<file path="config.mk">
export PLATFORM = sky130hd
export DESIGN_NAME = demux14_stream
export DESIGN_NICKNAME = d
export VERILOG_FILES = /design/src/rtl/demux14_stream.sv
export SDC_FILE = /design/constraint.sdc
export NUM_CORES = 1
export LEC_CHECK = 0
export CORE_MARGIN = 2
export CORE_UTILIZATION = 42
export CTS_CLUSTER_SIZE = 30
export DETAILED_ROUTE_END_ITERATION = 10
export MAX_ROUTING_LAYER = met4
export SYNTH_ARGS = -nofsm -noshare
export SYNTH_HDL_FRONTEND = slang
export SYNTH_SLANG_ARGS = --single-unit
</file>
<file path="constraint.sdc">
create_clock -name clk -period 3.45 [get_ports clk]
set_clock_uncertainty 0.15 [all_clocks]
set_input_delay 0.69 -clock clk [delete_from_list [all_inputs] [get_ports clk]]
set_output_delay 0.69 -clock clk [all_outputs]
set_load 0.01 [all_outputs]
</file>
<file path="src/rtl/demux14_stream.sv">
// rtl/demux14_stream.sv - 1-to-4 stream demultiplexer with per-channel FIFOs
module demux14_stream #(
   parameter int W     = 32,
   parameter int DEPTH = 2,
   parameter int CW    = 16
) (
   input  logic            clk,
   input  logic            rst_n,
   input  logic [W-1:0]    in_data,
   input  logic            s1,
   input  logic            s0,
   input  logic            in_valid,
   output logic            in_ready,
   output logic [4*W-1:0]  out_data,
   output logic [3:0]      out_valid,
   input  logic [3:0]      out_ready,
   output logic [4*CW-1:0] acc_cnt
);

   localparam int AW = (DEPTH > 1) ? $clog2(DEPTH) : 1;

   logic [W-1:0]  mem_q  [4][DEPTH];
   logic [W-1:0]  mem_d  [4][DEPTH];
   logic [AW-1:0] wptr_q [4];
   logic [AW-1:0] wptr_d [4];
   logic [AW-1:0] rptr_q [4];
   logic [AW-1:0] rptr_d [4];
   logic [AW:0]   occ_q  [4];
   logic [AW:0]   occ_d  [4];
   logic [W-1:0]  head_q [4];
   logic [W-1:0]  head_d [4];
   logic [CW-1:0] cnt_q  [4];
   logic [CW-1:0] cnt_d  [4];

   logic [1:0] sel;
   logic [3:0] full;
   logic [3:0] push;
   logic [3:0] pop;

   assign sel      = {s1, s0};
   // in_ready looks only at the selected channel's fill level, never at in_valid
   assign in_ready = ~full[sel];

   // Per-channel full flags from the occupancy counters
   always_comb begin
      full = '0;
      for (int k = 0; k < 4; k++) begin
         full[k] = (occ_q[k] == (AW+1)'(DEPTH));
      end
   end

   // Handshake decode: one push at most (to the selected channel), independent pops
   always_comb begin
      push = '0;
      pop  = '0;
      for (int k = 0; k < 4; k++) begin
         push[k] = in_valid & in_ready & (sel == 2'(k));
         pop[k]  = out_valid[k] & out_ready[k];
      end
   end

   // Next-state for storage, pointers, occupancy, head register and counters
   always_comb begin
      mem_d  = mem_q;
      wptr_d = wptr_q;
      rptr_d = rptr_q;
      occ_d  = occ_q;
      head_d = head_q;
      cnt_d  = cnt_q;
      for (int k = 0; k < 4; k++) begin
         if (push[k]) begin
            mem_d[k][wptr_q[k]] = in_data;
            wptr_d[k]           = wptr_q[k] + AW'(1);
            cnt_d[k]            = cnt_q[k] + CW'(1);
         end
         if (pop[k]) begin
            rptr_d[k] = rptr_q[k] + AW'(1);
         end
         occ_d[k] = occ_q[k] + (AW+1)'(push[k]) - (AW+1)'(pop[k]);
         // Head tracks the word that will sit at the read pointer; it keeps its
         // old value when the FIFO drains so out_data holds while invalid.
         if (occ_d[k] != '0) begin
            if ((occ_q[k] == '0) || (pop[k] && (occ_q[k] == (AW+1)'(1)))) begin
               head_d[k] = in_data;
            end else begin
               head_d[k] = mem_q[k][rptr_q[k] + AW'(pop[k])];
            end
         end
      end
   end

   // State registers with asynchronous clear
   always_ff @(posedge clk or negedge rst_n) begin
      if (!rst_n) begin
         for (int k = 0; k < 4; k++) begin
            for (int j = 0; j < DEPTH; j++) begin
               mem_q[k][j] <= '0;
            end
            wptr_q[k] <= '0;
            rptr_q[k] <= '0;
            occ_q[k]  <= '0;
            head_q[k] <= '0;
            cnt_q[k]  <= '0;
         end
      end else begin
         mem_q  <= mem_d;
         wptr_q <= wptr_d;
         rptr_q <= rptr_d;
         occ_q  <= occ_d;
         head_q <= head_d;
         cnt_q  <= cnt_d;
      end
   end

   for (genvar g = 0; g < 4; g++) begin : g_out
      assign out_valid[g]          = (occ_q[g] != '0);
      assign out_data[g*W +: W]    = head_q[g];
      assign acc_cnt[g*CW +: CW]   = cnt_q[g];
   end

endmodule

</file>
==> impl_metrics.env <==
export IMPL_status="completed"
export IMPL_antenna_found_initial=1
export IMPL_yosys_area_share_simple_pct=9.10
export IMPL_synth_compound_area_share_pct=7.79
export IMPL_synthAdderAreaFrac_pct=0.716
export IMPL_n_fill_cell=4152
export IMPL_fp_row_count=81
export IMPL_cts_num_sinks=464
export IMPL_dr_pass1_iters=5
export IMPL_final_common_cell="dfrtp_1"
export IMPL_synth_seq_cells=464
export IMPL_hold_depth=1
export IMPL_r2r_end="out_data[58]"
export IMPL_ir_worst_vdd_v=0.000640
export IMPL_die_y_um=227
export IMPL_regToRegSetupSlack_ns=0.59
export IMPL_clockBufferDepth=3
export IMPL_ant_nets=0
export IMPL_seq_area_um2=11600
export IMPL_cts_tree="built"
export IMPL_yosysSeqAreaShare_pct=55.4
export IMPL_fin_nets=1915
export IMPL_grt_pass1_wl_um=87800
export IMPL_synthMuxAreaShare_pct=20.0
export IMPL_worstSetupStartpointType="input pin"
export IMPL_gr_total_overflow=0
export IMPL_hold_end="acc_cnt[47]"
export IMPL_gp_congestion=0.797
export IMPL_io_buffers=237
export IMPL_multi_input_area_um2=8720
export IMPL_r2r_start="occ_q[5]"
export IMPL_cp_startpoint="s0"
export IMPL_worst_pin_slew_ns=0.739
export IMPL_post_cts_buffers=0
export IMPL_synthCells=1615
export IMPL_synthToLayoutAreaGrowth_pct=25.0
export IMPL_path_clk_slew_ns=0.06
export IMPL_critPathArrivalTime_ns=2.51
export IMPL_wirelength_um=56400
export IMPL_dpl_hpwl_um=37200
export IMPL_core_um2=49200
export IMPL_start_util_pct=42.7
export IMPL_vias=13700
export IMPL_endpoint_kind="output pin"
export IMPL_syn_area_per_cell_um2=13.0
export IMPL_most_common_layout_cells="464 x dfrtp_1, 256 x mux2_2, 236 x clkdlybuf4s50_1, 135 x nor3_1, 132 x nor2_1"
export IMPL_final_layout_size_suffix_gt1_share_pct=29.8
export IMPL_boundaryPins=238
export IMPL_worstPathMaxFanout=8
export IMPL_critPathKind="input pin to output pin"
export IMPL_synth_xor_area_share_pct=3.44
export IMPL_die_w_um=227
export IMPL_max_freq_ghz=0.299
export IMPL_relSlewSlack_pct=50.7
export IMPL_hold_start="acc_cnt[47]"
export IMPL_maxSlewViolCount=0
export IMPL_min_period_ns=3.35
export IMPL_min_period_over_period_pct=97.0
export IMPL_syn_cell_area_um2=21000
export IMPL_ys_warnings_count=0
export IMPL_root_buffer="clkbuf_16"
export IMPL_drt_iter0_drc=968
export IMPL_finalWorstSetupSlack_ns=0.102
export IMPL_clock_latency_ns=0.60
export IMPL_hold_viol=0
export IMPL_hp_class="register to register"
export IMPL_dieArea_um2=51700
export IMPL_cap_violations=0
export IMPL_power_density_nw_per_um2=1130
export IMPL_cts_max_level=2
export IMPL_setup_viol=0
export IMPL_grt_max_degree=82
export IMPL_r2r_cells=11
export IMPL_grt_use_total_pct=23.1
export IMPL_synth_top_family_by_area="multiplexers"
export IMPL_post_place_ws_ns=-0.185
export IMPL_via_per_inst=5.33
export IMPL_finalPower_mw=29.7
export IMPL_synth_nets=1668
export IMPL_drc_errors=0
export IMPL_cts_made_buffers=51
export IMPL_grt_pass1_vias=14400
export IMPL_wire_per_inst_um=22.0
export IMPL_p_leak_nw=11.2
export IMPL_synth_distinct_cells=39
export IMPL_rsz0062_at_grt="no"
export IMPL_cp_required_ns=2.61
how the worst max path moves through the flow:
stage	endpoint	depth (start not counted)
detailed placement	out_data[29]	12
floorplan	out_data[22]	15
finish	in_ready	4
global route	in_ready	4
global placement	out_data[54]	12
CTS	in_ready	4
area by class of cell:
| type | instances | share of cell area (%) |
|---|---|---|
| Antenna cell | 1 | 0.00954 |
| Timing Repair Buffer | 323 | 12.9 |
| Clock buffer | 75 | 5.56 |
| Clock inverter | 16 | 0.568 |
| Sequential cell | 464 | 44.3 |
| Tap cell | 664 | 3.17 |
| Multi-Input combinational cell | 1003 | 33.3 |
| Inverter | 19 | 0.272 |
state kept, by name, indices dropped and copies added (netlist names):
register	flops
mem_q	256
out_data	128
acc_cnt	64
occ_q	8
rptr_q	4
wptr_q	4
power breakdown:
group | total [mW] | switching (mW) | internal [mW]
Clock | 5.24 | 2.24 | 3.00
Combinational | 14.7 | 7.37 | 7.29
Sequential | 9.76 | 1.68 | 8.08
Total | 29.7 | 11.3 | 18.4
layer usage:
layer / GRT usage [%] / wire length, µm / vias up
li1: - / - / 6239
met1: 30.5 / 25700 / 7065
met2: 36.6 / 26800 / 286
met3: 3.56 / 2290 / 88
met4: 7.74 / 1690 / 0
met5: - / 0 / -
synth_stat cells:
master    count  area share [%]
a211oi_2    120             7.2
o211ai_1      1           0.036
buf_4         6            0.21
nor2_2        3           0.090
or2_2         4            0.12
and2_4        4            0.17
nand4_1      20            0.60
nor3_2        1           0.048
nor2_1      137             2.5
and2_1        7            0.21
xnor2_2       4            0.31
xor2_1       16            0.67
mux2_1        3            0.16
o21ai_0       1           0.024
nor2b_1       4            0.12
and4_1        6            0.25
nor4_1        2           0.060
inv_1        19            0.34
mux2_2      256              14
dfrtp_1     464              55
nor3_1      135             3.2
a21o_1        4            0.14
clkbuf_1     70             1.3
nor4b_1       1           0.042
ha_1         12            0.72
or2_1         4            0.12
and3_1       13            0.39
xor3_1        4            0.45
xnor2_1      48             2.0
nand3_1      20            0.48
nand2b_1      2           0.060
o21a_1        4            0.14
nor4_2        3            0.18
clkbuf_2      2           0.048
buf_6        16            0.86
nand2_1      28            0.50
mux2i_1     128             6.1
a211oi_1      8            0.29
buf_2        35            0.84
cell families after synthesis:
group	count (synthesis)
AO/OA/AOI/OAI	138
XOR/XNOR	72
adder cells (fa/ha/maj)	12
buffers and inverters	148
flip-flops	464
multiplexers	387
AND/OR/NAND/NOR	394
worst max-delay path, stage by stage:
cell and delay, ns:
clkdlybuf4s50_1 0.64, mux2_2 0.37, o21ai_1 0.22, clkdlybuf4s50_1 0.59
metrics by stage:
stage / cell area (µm²) / hold WS [ns] / TNS, ns / std cells / util (%)
2_1_floorplan: 21000 / 0.244 / 0 / 1615 / -
3_3_place_gp: 24600 / 0.310 / -7.60 / 2472 / 50.0
3_5_place_dp: 24600 / 0.311 / -16.38 / 2472 / 50.0
4_1_cts: 26200 / 0.323 / 0 / 2564 / 53.3
5_1_grt: 26200 / 0.330 / 0 / 2565 / 53.3
6_report: 26200 / 0.318 / 0 / 2565 / 53.3
what timing repair did:
item / CTS / global route
hold endpoints to repair: 71 / 0
resized for setup: 0 / 1
hold buffers: 1 / 0
setup endpoints to repair: 0 / 1
(Power assumes the default switching activity.)
==> variant (same flow settings) <==
The parameter `W` goes from 32 to 40.
--- a/src/rtl/demux14_stream.sv
+++ b/src/rtl/demux14_stream.sv
@@ -1,6 +1,6 @@
 // rtl/demux14_stream.sv - 1-to-4 stream demultiplexer with per-channel FIFOs
 module demux14_stream #(
-   parameter int W     = 32,
+   parameter int W     = 40,
    parameter int DEPTH = 2,
    parameter int CW    = 16
 ) (
Interface: changed (resized in_data and out_data); port bits go from 238 to 278. No check against the original RTL was run, so the function may have changed too.
==> variant against the unedited design <==
Setup slack improved by 0.20 ns; area after synthesis increased by 20%; count of clock-buffer cells in the layout increased by 18; sequential share of layout area increased by 0.48 points; die area increased by 20%; critical endpoint is now out_data[54]; highest routed layer unchanged; routed wire length increased by 21%; cell area increased by 19%; via count increased by 21%; power increased by 22%; sequential cell count increased by 96.
==> variant: results <==
set metrics [dict create \
    status "finished, final reports clean" \
    pg_clk_mw 6.48 \
    grt_pass1_wl_mm 106.4 \
    whs_endpoint "acc_cnt[63]" \
    fill_cells 5000 \
    dpl_cell_area_mm2 0.02930 \
    met3_usage_pct 3.636 \
    diodes 0 \
    syn-num-nets 1992 \
    synth.area.top_cells "dfrtp_1 56%, mux2_2 14%, a211oi_2 7.9%, mux2i_1 6.4%, nor3_1 3.4%" \
    clk-insertion-delay-late_ns 0.62 \
    wl_met2_mm 32.76 \
    routabilityCongestion 0.8365 \
    netlist_instances 1931 \
    hold_start "acc_cnt[63]" \
    synth_compound_area_share_pct 8.176 \
    intPower_mw 22.46 \
    antenna_found_initial 0 \
    place_inst 2901 \
    setup.worst_path.start "s1" \
    r2r_cells 12 \
    use_met2_pct 36.85 \
    numPortBuffers 277 \
    cts_made_buffers 60 \
    worstPathArrival_ns 3.52 \
    grt.met1_usage_pct 30.18 \
    clock.fmax_mhz 317.3 \
    layout-drive-gt1-share_pct 30.95 \
    synth_fa_ha_area_share_pct 0.5953 \
    max_stage_delay_ns 0.46 \
    p_leak_nw 13.30 \
    yosysSeqAreaShare_pct 55.56 \
    dp_worst_setup_slack_ns -0.2749 \
    synthTopCellsByCount "560 x dfrtp_1, 316 x mux2_2, 169 x nor3_1" \
    ys_types 38 \
    drt-met1-wl_mm 31.53 \
    wl_per_cell_um 22.77 \
    reg2reg_setup_slack_ns 0.38 \
    synth_mux_area_share_pct 20.82 \
    ir_drop_mv 0.8402 \
    largest_reg_flops 320 \
]
variant: cell count changes in the layout (fill, tap and decap cells not counted), sizes merged, moves of 5 or more:
cell / delta
a211oi: +32
clkbuf: +18
clkdlybuf4s50: +39
dfrtp: +96
mux2: +63
mux2i: +32
nand4: -5
nor2: +29
nor3: +35
variant: final cells by class:
type / count / share of cell area, %
Multi-Input combinational cell: 1190 / 33.25
Tap cell: 773 / 3.090
Sequential cell: 560 / 44.77
Clock buffer: 93 / 5.868
Inverter: 19 / 0.2278
Clock inverter: 14 / 0.4757
Timing Repair Buffer: 360 / 12.32
variant: through the flow:
step	power (mW)	utilization [%]
final	36.29	52.84
after global routing	38.35	52.84
after CTS	36.71	52.83
after detailed placement	30.09	49.47
after global placement	29.54	49.47
after floorplan	22.89	-
variant: timing repair:
item                       in CTS  in global routing
setup endpoints to repair       0                  1
hold endpoints to repair       26                  0
resized for setup               0                  1
hold buffers                    1                  0
